`src/rtl/ahb_crc_accel.sv`:
```
// AHB-Lite slave wrapping a multi-cycle, MSB-first CRC engine on the EXTS bus.
// Optional build macro CRC_REFLECT_EN: reflect input bytes and the read-back CRC.
module ahb_crc_accel #(
  parameter logic [31:0] BASE_ADDR      = 32'hE800_0000,
  parameter int unsigned CRC_WIDTH      = 32,
  parameter logic [31:0] POLY           = 32'h04C1_1DB7,
  parameter logic [31:0] INIT_VAL       = 32'hFFFF_FFFF,
  parameter logic [31:0] XOR_OUT        = 32'h0000_0000,
  parameter int unsigned BITS_PER_CYCLE = 8
) (
  input  logic        EXTS_HCLK,
  input  logic        EXTS_HRST,
  input  logic        EXTS_HSEL,
  input  logic        EXTS_HREADY,
  input  logic [1:0]  EXTS_HTRANS,
  input  logic        EXTS_HWRITE,
  input  logic [2:0]  EXTS_HSIZE,
  input  logic [31:0] EXTS_HADDR,
  input  logic [31:0] EXTS_HWDATA,
  output logic [31:0] EXTS_HRDATA,
  output logic        EXTS_HREADYOUT,
  output logic        EXTS_HRESP
);

  localparam int unsigned BEATS = 32 / BITS_PER_CYCLE;
  localparam int unsigned BCW   = (BEATS > 1) ? $clog2(BEATS) : 1;
  localparam logic [BCW-1:0] LAST_BEAT = BCW'(BEATS - 1);
  localparam logic [CRC_WIDTH-1:0] POLY_W  = POLY[CRC_WIDTH-1:0];
  localparam logic [CRC_WIDTH-1:0] INIT_W  = INIT_VAL[CRC_WIDTH-1:0];
  localparam logic [CRC_WIDTH-1:0] XOUT_W  = XOR_OUT[CRC_WIDTH-1:0];
  localparam logic [1:0] OFF_DATA   = 2'd0;
  localparam logic [1:0] OFF_STATUS = 2'd1;
  localparam logic [1:0] OFF_CTRL   = 2'd2;
  localparam logic [1:0] OFF_INIT   = 2'd3;

  typedef enum logic [1:0] {S_IDLE, S_DATA, S_ERR1, S_ERR2} state_t;

  state_t               state, state_nx;
  logic                 dp_write;
  logic [1:0]           dp_off;
  logic                 accept, addr_err, ready, resp, stall, complete;
  logic [31:0]          rd_word, rdata, word_in;
  logic [CRC_WIDTH-1:0] crc, init_reg, crc_rd;
  logic [31:0]          data_sr;
  logic                 busy, valid;
  logic [BCW-1:0]       beat;
  logic [7:0]           count;
  logic                 unused_bits;

  function automatic logic [CRC_WIDTH-1:0] crc_step(input logic [CRC_WIDTH-1:0] c_in,
                                                    input logic [BITS_PER_CYCLE-1:0] d);
    logic [CRC_WIDTH-1:0] c;
    logic                 fb;
    c = c_in;
    for (int unsigned i = 0; i < BITS_PER_CYCLE; i++) begin
      fb = c[CRC_WIDTH-1] ^ d[BITS_PER_CYCLE-1-i];
      c  = {c[CRC_WIDTH-2:0], 1'b0} ^ (fb ? POLY_W : '0);
    end
    return c;
  endfunction

`ifdef CRC_REFLECT_EN
  function automatic logic [31:0] refl_bytes(input logic [31:0] w);
    logic [31:0] r;
    for (int unsigned i = 0; i < 32; i++) r[i] = w[i ^ 32'd7];
    return r;
  endfunction

  function automatic logic [CRC_WIDTH-1:0] refl_crc(input logic [CRC_WIDTH-1:0] c);
    logic [CRC_WIDTH-1:0] r;
    for (int unsigned i = 0; i < CRC_WIDTH; i++) r[i] = c[CRC_WIDTH-1-i];
    return r;
  endfunction

  assign word_in = refl_bytes(EXTS_HWDATA);
  assign crc_rd  = refl_crc(crc) ^ XOUT_W;
`else
  assign word_in = EXTS_HWDATA;
  assign crc_rd  = crc ^ XOUT_W;
`endif

  assign unused_bits = EXTS_HTRANS[0];

  assign accept   = EXTS_HSEL & EXTS_HREADY & EXTS_HTRANS[1];
  assign addr_err = (EXTS_HSIZE != 3'b010) || (EXTS_HADDR[1:0] != 2'b00) ||
                    (EXTS_HADDR[31:4] != BASE_ADDR[31:4]) ||
                    (EXTS_HWRITE && (EXTS_HADDR[3:2] == OFF_STATUS));

  always_comb begin
    rd_word = '0;
    case (dp_off)
      OFF_DATA:   rd_word[CRC_WIDTH-1:0] = crc_rd;
      OFF_STATUS: rd_word = {16'h0000, count, 6'b000000, valid, busy};
      OFF_CTRL:   rd_word = '0;
      default:    rd_word[CRC_WIDTH-1:0] = init_reg;
    endcase
  end

  // Stalled data phases keep the FSM in S_DATA; any completing phase may overlap the next address phase.
  always_comb begin
    state_nx = state;
    ready    = 1'b1;
    resp     = 1'b0;
    rdata    = '0;
    stall    = 1'b0;
    complete = 1'b0;
    case (state)
      S_DATA: begin
        stall    = busy && (dp_off != OFF_STATUS);
        ready    = !stall;
        complete = !stall;
        if (complete && !dp_write) rdata = rd_word;
      end
      S_ERR1: begin
        ready    = 1'b0;
        resp     = 1'b1;
        state_nx = S_ERR2;
      end
      S_ERR2: resp = 1'b1;
      default: ;
    endcase
    if (ready) state_nx = accept ? (addr_err ? S_ERR1 : S_DATA) : S_IDLE;
  end

  assign EXTS_HREADYOUT = ready;
  assign EXTS_HRESP     = resp;
  assign EXTS_HRDATA    = rdata;

  always_ff @(posedge EXTS_HCLK) begin
    if (EXTS_HRST) begin
      state    <= S_IDLE;
      dp_write <= 1'b0;
      dp_off   <= OFF_DATA;
    end else begin
      state <= state_nx;
      if (ready && accept) begin
        dp_write <= EXTS_HWRITE;
        dp_off   <= EXTS_HADDR[3:2];
      end
    end
  end

  // Writes only complete while idle, so they never collide with an engine step.
  always_ff @(posedge EXTS_HCLK) begin
    if (EXTS_HRST) begin
      crc      <= INIT_W;
      init_reg <= INIT_W;
      data_sr  <= '0;
      busy     <= 1'b0;
      beat     <= '0;
      valid    <= 1'b0;
      count    <= '0;
    end else begin
      if (busy) begin
        crc     <= crc_step(crc, data_sr[31 -: BITS_PER_CYCLE]);
        data_sr <= data_sr << BITS_PER_CYCLE;
        if (beat == LAST_BEAT) begin
          busy  <= 1'b0;
          beat  <= '0;
          count <= count + 8'd1;
          valid <= 1'b1;
        end else begin
          beat <= beat + BCW'(1);
        end
      end
      if (complete && dp_write) begin
        case (dp_off)
          OFF_DATA: begin
            data_sr <= word_in;
            busy    <= 1'b1;
            beat    <= '0;
          end
          OFF_CTRL: begin
            if (EXTS_HWDATA[0]) begin
              crc   <= init_reg;
              count <= '0;
              valid <= 1'b0;
            end
          end
          OFF_INIT: init_reg <= EXTS_HWDATA[CRC_WIDTH-1:0];
          default: ;
        endcase
      end
    end
  end

endmodule

```
`config.mk`:
```
export PLATFORM = sky130hd
export DESIGN_NAME = ahb_crc_accel
export DESIGN_NICKNAME = d
export VERILOG_FILES = /design/src/rtl/ahb_crc_accel.sv
export SDC_FILE = /design/constraint.sdc
export NUM_CORES = 1
export LEC_CHECK = 0
export CORE_ASPECT_RATIO = 0.5
export CORE_MARGIN = 4
export CORE_UTILIZATION = 30
export CTS_CLUSTER_DIAMETER = 150
export DETAILED_ROUTE_END_ITERATION = 12
export DONT_BUFFER_PORTS = 1
export GPL_TIMING_DRIVEN = 0
export PLACE_DENSITY = 0.45
export SKIP_CTS_REPAIR_TIMING = 1
export SLEW_MARGIN = 20
export SYNTH_ARGS = -nofsm -noshare
export SYNTH_HDL_FRONTEND = slang
export SYNTH_SLANG_ARGS = --single-unit
```
`constraint.sdc`:
```
create_clock -name EXTS_HCLK -period 1.99 [get_ports EXTS_HCLK]
set_clock_uncertainty 0.15 [all_clocks]
set_input_delay 0.398 -clock EXTS_HCLK [delete_from_list [all_inputs] [get_ports EXTS_HCLK]]
set_output_delay 0.398 -clock EXTS_HCLK [all_outputs]
set_load 0.01 [all_outputs]
```
## Word-level counts from Yosys, hierarchy flattened

Cells that the tools add are included.

| storage, ports and cells | value |
|---|---|
| bits in registers | 113 |
| word-level logic and storage cells | 99 |

| cells by class | value |
|---|---|
| add/sub/neg operators | 2 |
| equality and inequality tests | 11 |
| muxes and demuxes | 43 |
| bitwise gates (word level) | 18 |
| reductions and logical operators | 15 |

Operators with widths:

| operator | count |
|---|---|
| 32-bit two-way mux | 9 |
| 32-bit by 27-bit XOR with 32-bit output | 8 |
| 27-bit two-way mux | 8 |
| 32-bit one-hot mux with 3 select lines | 1 |
| 8-bit two-way mux | 5 |
| 28-bit != test (second input constant) | 1 |
| 2-bit two-way mux | 8 |
| 1-bit two-way mux | 11 |
| 2-bit equality test (second input constant) | 5 |
| 8-bit by 1-bit adder with 8-bit output (second input constant) | 1 |
| 1-bit XOR | 8 |
| 2-bit by 1-bit equality test with 1-bit output (second input constant) | 3 |
| 1-bit logical AND | 5 |
| 2-bit nonzero test | 2 |
| 1-bit logical OR | 3 |
| 3-bit by 2-bit != test with 1-bit output (second input constant) | 1 |
| 2-bit by 1-bit adder with 2-bit output (second input constant) | 1 |
| 1-bit AND | 2 |
| 1-bit zero test | 2 |
| 2-bit zero test | 1 |
| 2-bit by 1-bit != test with 1-bit output (second input constant) | 1 |
| 1-bit one-hot mux with 2 select lines | 1 |
| 2-bit AND reduction | 1 |
| 2-bit OR reduction | 1 |

## Longest topological paths before layout

| depth | value |
|---|---|
| depth after elaboration | 28 |
| depth in mapped cells | 8 |
| depth with buffers taken out | 7 |

## Worst setup path after synthesis

Ideal clock, no wire load.

| path | value |
|---|---|
| kind | register to output |
| start point | reg dp_off[0] |
| end point | out EXTS_HRDATA[10] |
| arrival | 1,468 ps |
| required time | 1,442 ps |
| slack | -26 ps |
| stages on the path, launching flop included | 7 |
| buffers on the path | 2 |
| cells stage by stage | dfxtp_1 clkbuf_1 buf_1 mux2i_1 nor2_1 a21oi_1 nor2_1 |

| on the way | value |
|---|---|
| cells in the longest elaborated chain, start to end | 6 |

RTL lines:

| element | line | source |
|---|---|---|
| from (decl) | 40 | `logic [1:0] dp_off;` |
| from (signal assigned) | 138 | `dp_off <= EXTS_HADDR[3:2];` |
| 2-bit by 1-bit != test with 1-bit output | 109 | `stall = busy && (dp_off != OFF_STATUS);` |
| 1-bit logical AND | 109 |  |
| 1-bit zero test | 111 | `complete = !stall;` |
| 1-bit logical AND | 112 | `if (complete && !dp_write) rdata = rd_word;` |
| 32-bit two-way mux (*) | 112 |  |
| 32-bit two-way mux (*) | 107 | `case (state)` |
| to (decl) | 20 | `output logic [31:0] EXTS_HRDATA,` |

Every way passes the cells marked *; elsewhere a longest branch is shown, timed or not.

## Worst setup path after layout

| path | value |
|---|---|
| start point | reg state[1] |
| end point | out EXTS_HRDATA[28] |

| on the way | value |
|---|---|
| cells in the longest elaborated chain, start to end | 2 |

RTL lines:

| element | line | source |
|---|---|---|
| from (decl) | 38 | `state_t state, state_nx;` |
| from (signal assigned) | 135 | `state <= state_nx;` |
| 2-bit by 1-bit equality test with 1-bit output | 107 |  |
| 32-bit two-way mux | 107 |  |

Every way passes these cells.

==> run summary <==
status - finished with violations
failing checks - negative hold slack, negative setup slack
Fmax - 439 MHz
utilization after layout - 44.8%
Critical Path RT - 1.44 ns
P per Cell Area - 837 nW/um2
relative slew slack - 38.7%
CTS tree - built
Syn Nets - 743
diodes inserted - 0
setup ws final - -0.288 ns
Sw Share - 31.1%
most frequent cell after synthesis - dfxtp_1
RR Endpoint - data_sr[7]
Clock Tree Buf Depth - 2
TritonCTS buffer count - 17
Slew @ Worst Pin - 0.920 ns
final count of pins violating max slew - 0
number of enable flip-flop cells after synthesis - 0
GRT Resource Usage Total - 18.6%
clk sinks - 113
FF-to-FF path depth - 10
share of cells above drive strength 1 - 32.5%
flop-to-flop setup slack - -0.27 ns
Post-synth ARST share - 0%
total wire length - 22500 um
Cell Area, Synth - 5950 um2
placed cell area - 6290 um2
WS Path Type - flip-flop to output port
Worst Hold Depth - 2
period utilization - 114%
reg2reg start - state[1]
Fin Setup TNS - -23.07 ns
# H-tree levels - 4
final setup vio count - 137
routed length per instance - 22.0 um
synth cell count leaders - dfxtp_1 (113), nor2_1 (93), mux2i_1 (80)
Synth-to-Final Area Change - 46.5%
vias in the first global route - 4855
Nets - 824
RD Place Congestion - 0.883
later-pin clock latency in the skew report - 0.42 ns
yosys warns - 0
Placed Instances - 930
final instance area - 8720 um2
Cell Rows - 36
initial antenna violation count - 0
crit path DAT - 1.73 ns
Power Internal - 5.03 mW
clock root buffer - clkbuf_16
Syn Inst Count - 664
largest net degree at the start of global routing - 17
die area - 22300 um2
Pre-antenna DRT Iters - 5
RSZ-0062 raised after global routing - yes
die width - 207 um
Leak Pwr - 3.07 nW
Starting Density - 30.6%
cell taking the most area after synthesis - dfxtp_1
Clk pin slew, worst setup/hold paths - 0.06 ns
worst hold path type - input pin to flip-flop
Fin. Hold Viols - 2
max_cap viols - 0
total core area - 19500 um2
VDD IR max - 0.000550 V
ys flop type - dfxtp_1
first-pass GRT wire length - 31000 um
main area contributors after synthesis - dfxtp_1 (38%), mux2i_1 (13%), xnor2_1 (5.9%)
Die Height - 108 um
crit path to - EXTS_HRDATA[28]
register bit total from synthesis - 113
num ports - 108
# port buffers - 0
switching power - 2.27 mW
Final min period - 2.28 ns
share of the synthesized area in the top cell type - 38.0%
DR vias - 5358
Post-Syn Area per Cell - 8.97 um2
post-synthesis sequential area ratio - 38.0%
Antenna Nets Post-Route - 0
post-synth cell types - 52
Logic pwr share - 23.8%
Residual DRC - 0
startpoint types - flip-flop
pre-CTS setup slack - -0.729 ns
non-filler cells, final - 1024
power share of the clock group - 43.8%
grt ovf - 0
Fin Hold WS - -0.0122 ns
final HPWL from detailed placement - 15900 um
Worst Setup End Kind - output port
Critical path origin - state[1]
drt initial violations - 356
worst-path fanout max - 8
Sequential Power Share - 32.5%
Via density - 5.23
==> cell type report <==
type / instances / area (um2)
Fill cell: 1850 / 10700
Multi-Input combinational cell: 497 / 4330
Sequential cell: 113 / 2280
Timing Repair Buffer: 65 / 722
Buffer: 46 / 433
Clock buffer: 17 / 425
Tap cell: 266 / 333
Clock inverter: 15 / 183
Inverter: 5 / 18.8
==> worst max-delay path, cell delays in order, from the launching register on <==
cell and delay [ns]:
dfxtp_2 0.34, inv_2 0.07, ha_4 0.13, a21boi_4 0.20
nand2b_4 0.20, clkbuf_16 0.24, nor2_4 0.12
==> per-stage QoR <==
stage	total power, mW	hold WS (ns)
floorplan	3.15	0.290
global placement	3.42	0.309
detailed placement	3.43	0.320
CTS	6.61	-0.0466
global route	7.55	0.00652
finish	7.30	-0.0122
==> metal layers <==
| layer | global-route usage [%] | share of wire (%) | vias up |
|---|---|---|---|
| li1 | - | - | 2520 |
| met1 | 26.0 | 48 | 2613 |
| met2 | 28.0 | 44 | 199 |
| met3 | 5.56 | 6.3 | 26 |
| met4 | 5.19 | 1.9 | 0 |
| met5 | 0 | 0 | - |
==> cell usage in the layout (no fill, tap or decap), types with 4 or more instances in the layout <==
cell type      count
a21oi_2            8
clkbuf_2           4
xor2_1            15
dfxtp_1          107
xnor2_4            9
clkbuf_1          13
a22oi_1           20
nand2_1           56
nor4_1             5
buf_12            10
buf_6              9
xnor2_1           38
inv_6              4
dlygate4sd3_1     33
clkbuf_16         24
nor2_1            45
o211ai_1           6
nor3_2             8
nand3_1           13
nor2_2            12
clkinvlp_4         4
ha_1               4
a21oi_1           30
a2bb2oi_2          4
buf_4             24
nor2_4            36
a211oi_2          24
clkbuf_4           6
o21ai_1            4
mux2i_1           80
nor3_1             5
==> worst min-delay path by stage <==
stage | start | to | slack (ns)
finish | EXTS_HADDR[3] | dp_off[1] | -0.01
global route | EXTS_HADDR[3] | dp_off[1] | 0.007
CTS | EXTS_HWDATA[13] | init_reg[13] | -0.05
detailed placement | valid | valid | 0.32
global placement | valid | valid | 0.31
floorplan | valid | valid | 0.29
==> power by group through the flow <==
stage / Combinational, mW / Sequential, mW / Clock, mW
4_1_cts: 1.04 / 2.34 / 3.22
3_3_place_gp: 1.03 / 2.39 / 0
2_1_floorplan: 0.765 / 2.38 / 0
3_5_place_dp: 1.03 / 2.39 / 0
6_report: 1.73 / 2.37 / 3.19
5_1_grt: 1.85 / 2.38 / 3.32
==> kinds of logic (layout without fill, tap and decap cells) <==
group                    Yosys count  after routing  synth area share [%]
buffers and inverters             54            148                  3.57
XOR/XNOR                          73             73                  14.0
AND/OR/NAND/NOR                  207            207                  14.9
flip-flops                       113            113                  38.0
AO/OA/AOI/OAI                    130            130                  14.6
multiplexers                      82             82                  13.9
adder cells (fa/ha/maj)            5              5                  1.05
Power figures use the tool's default switching activity.
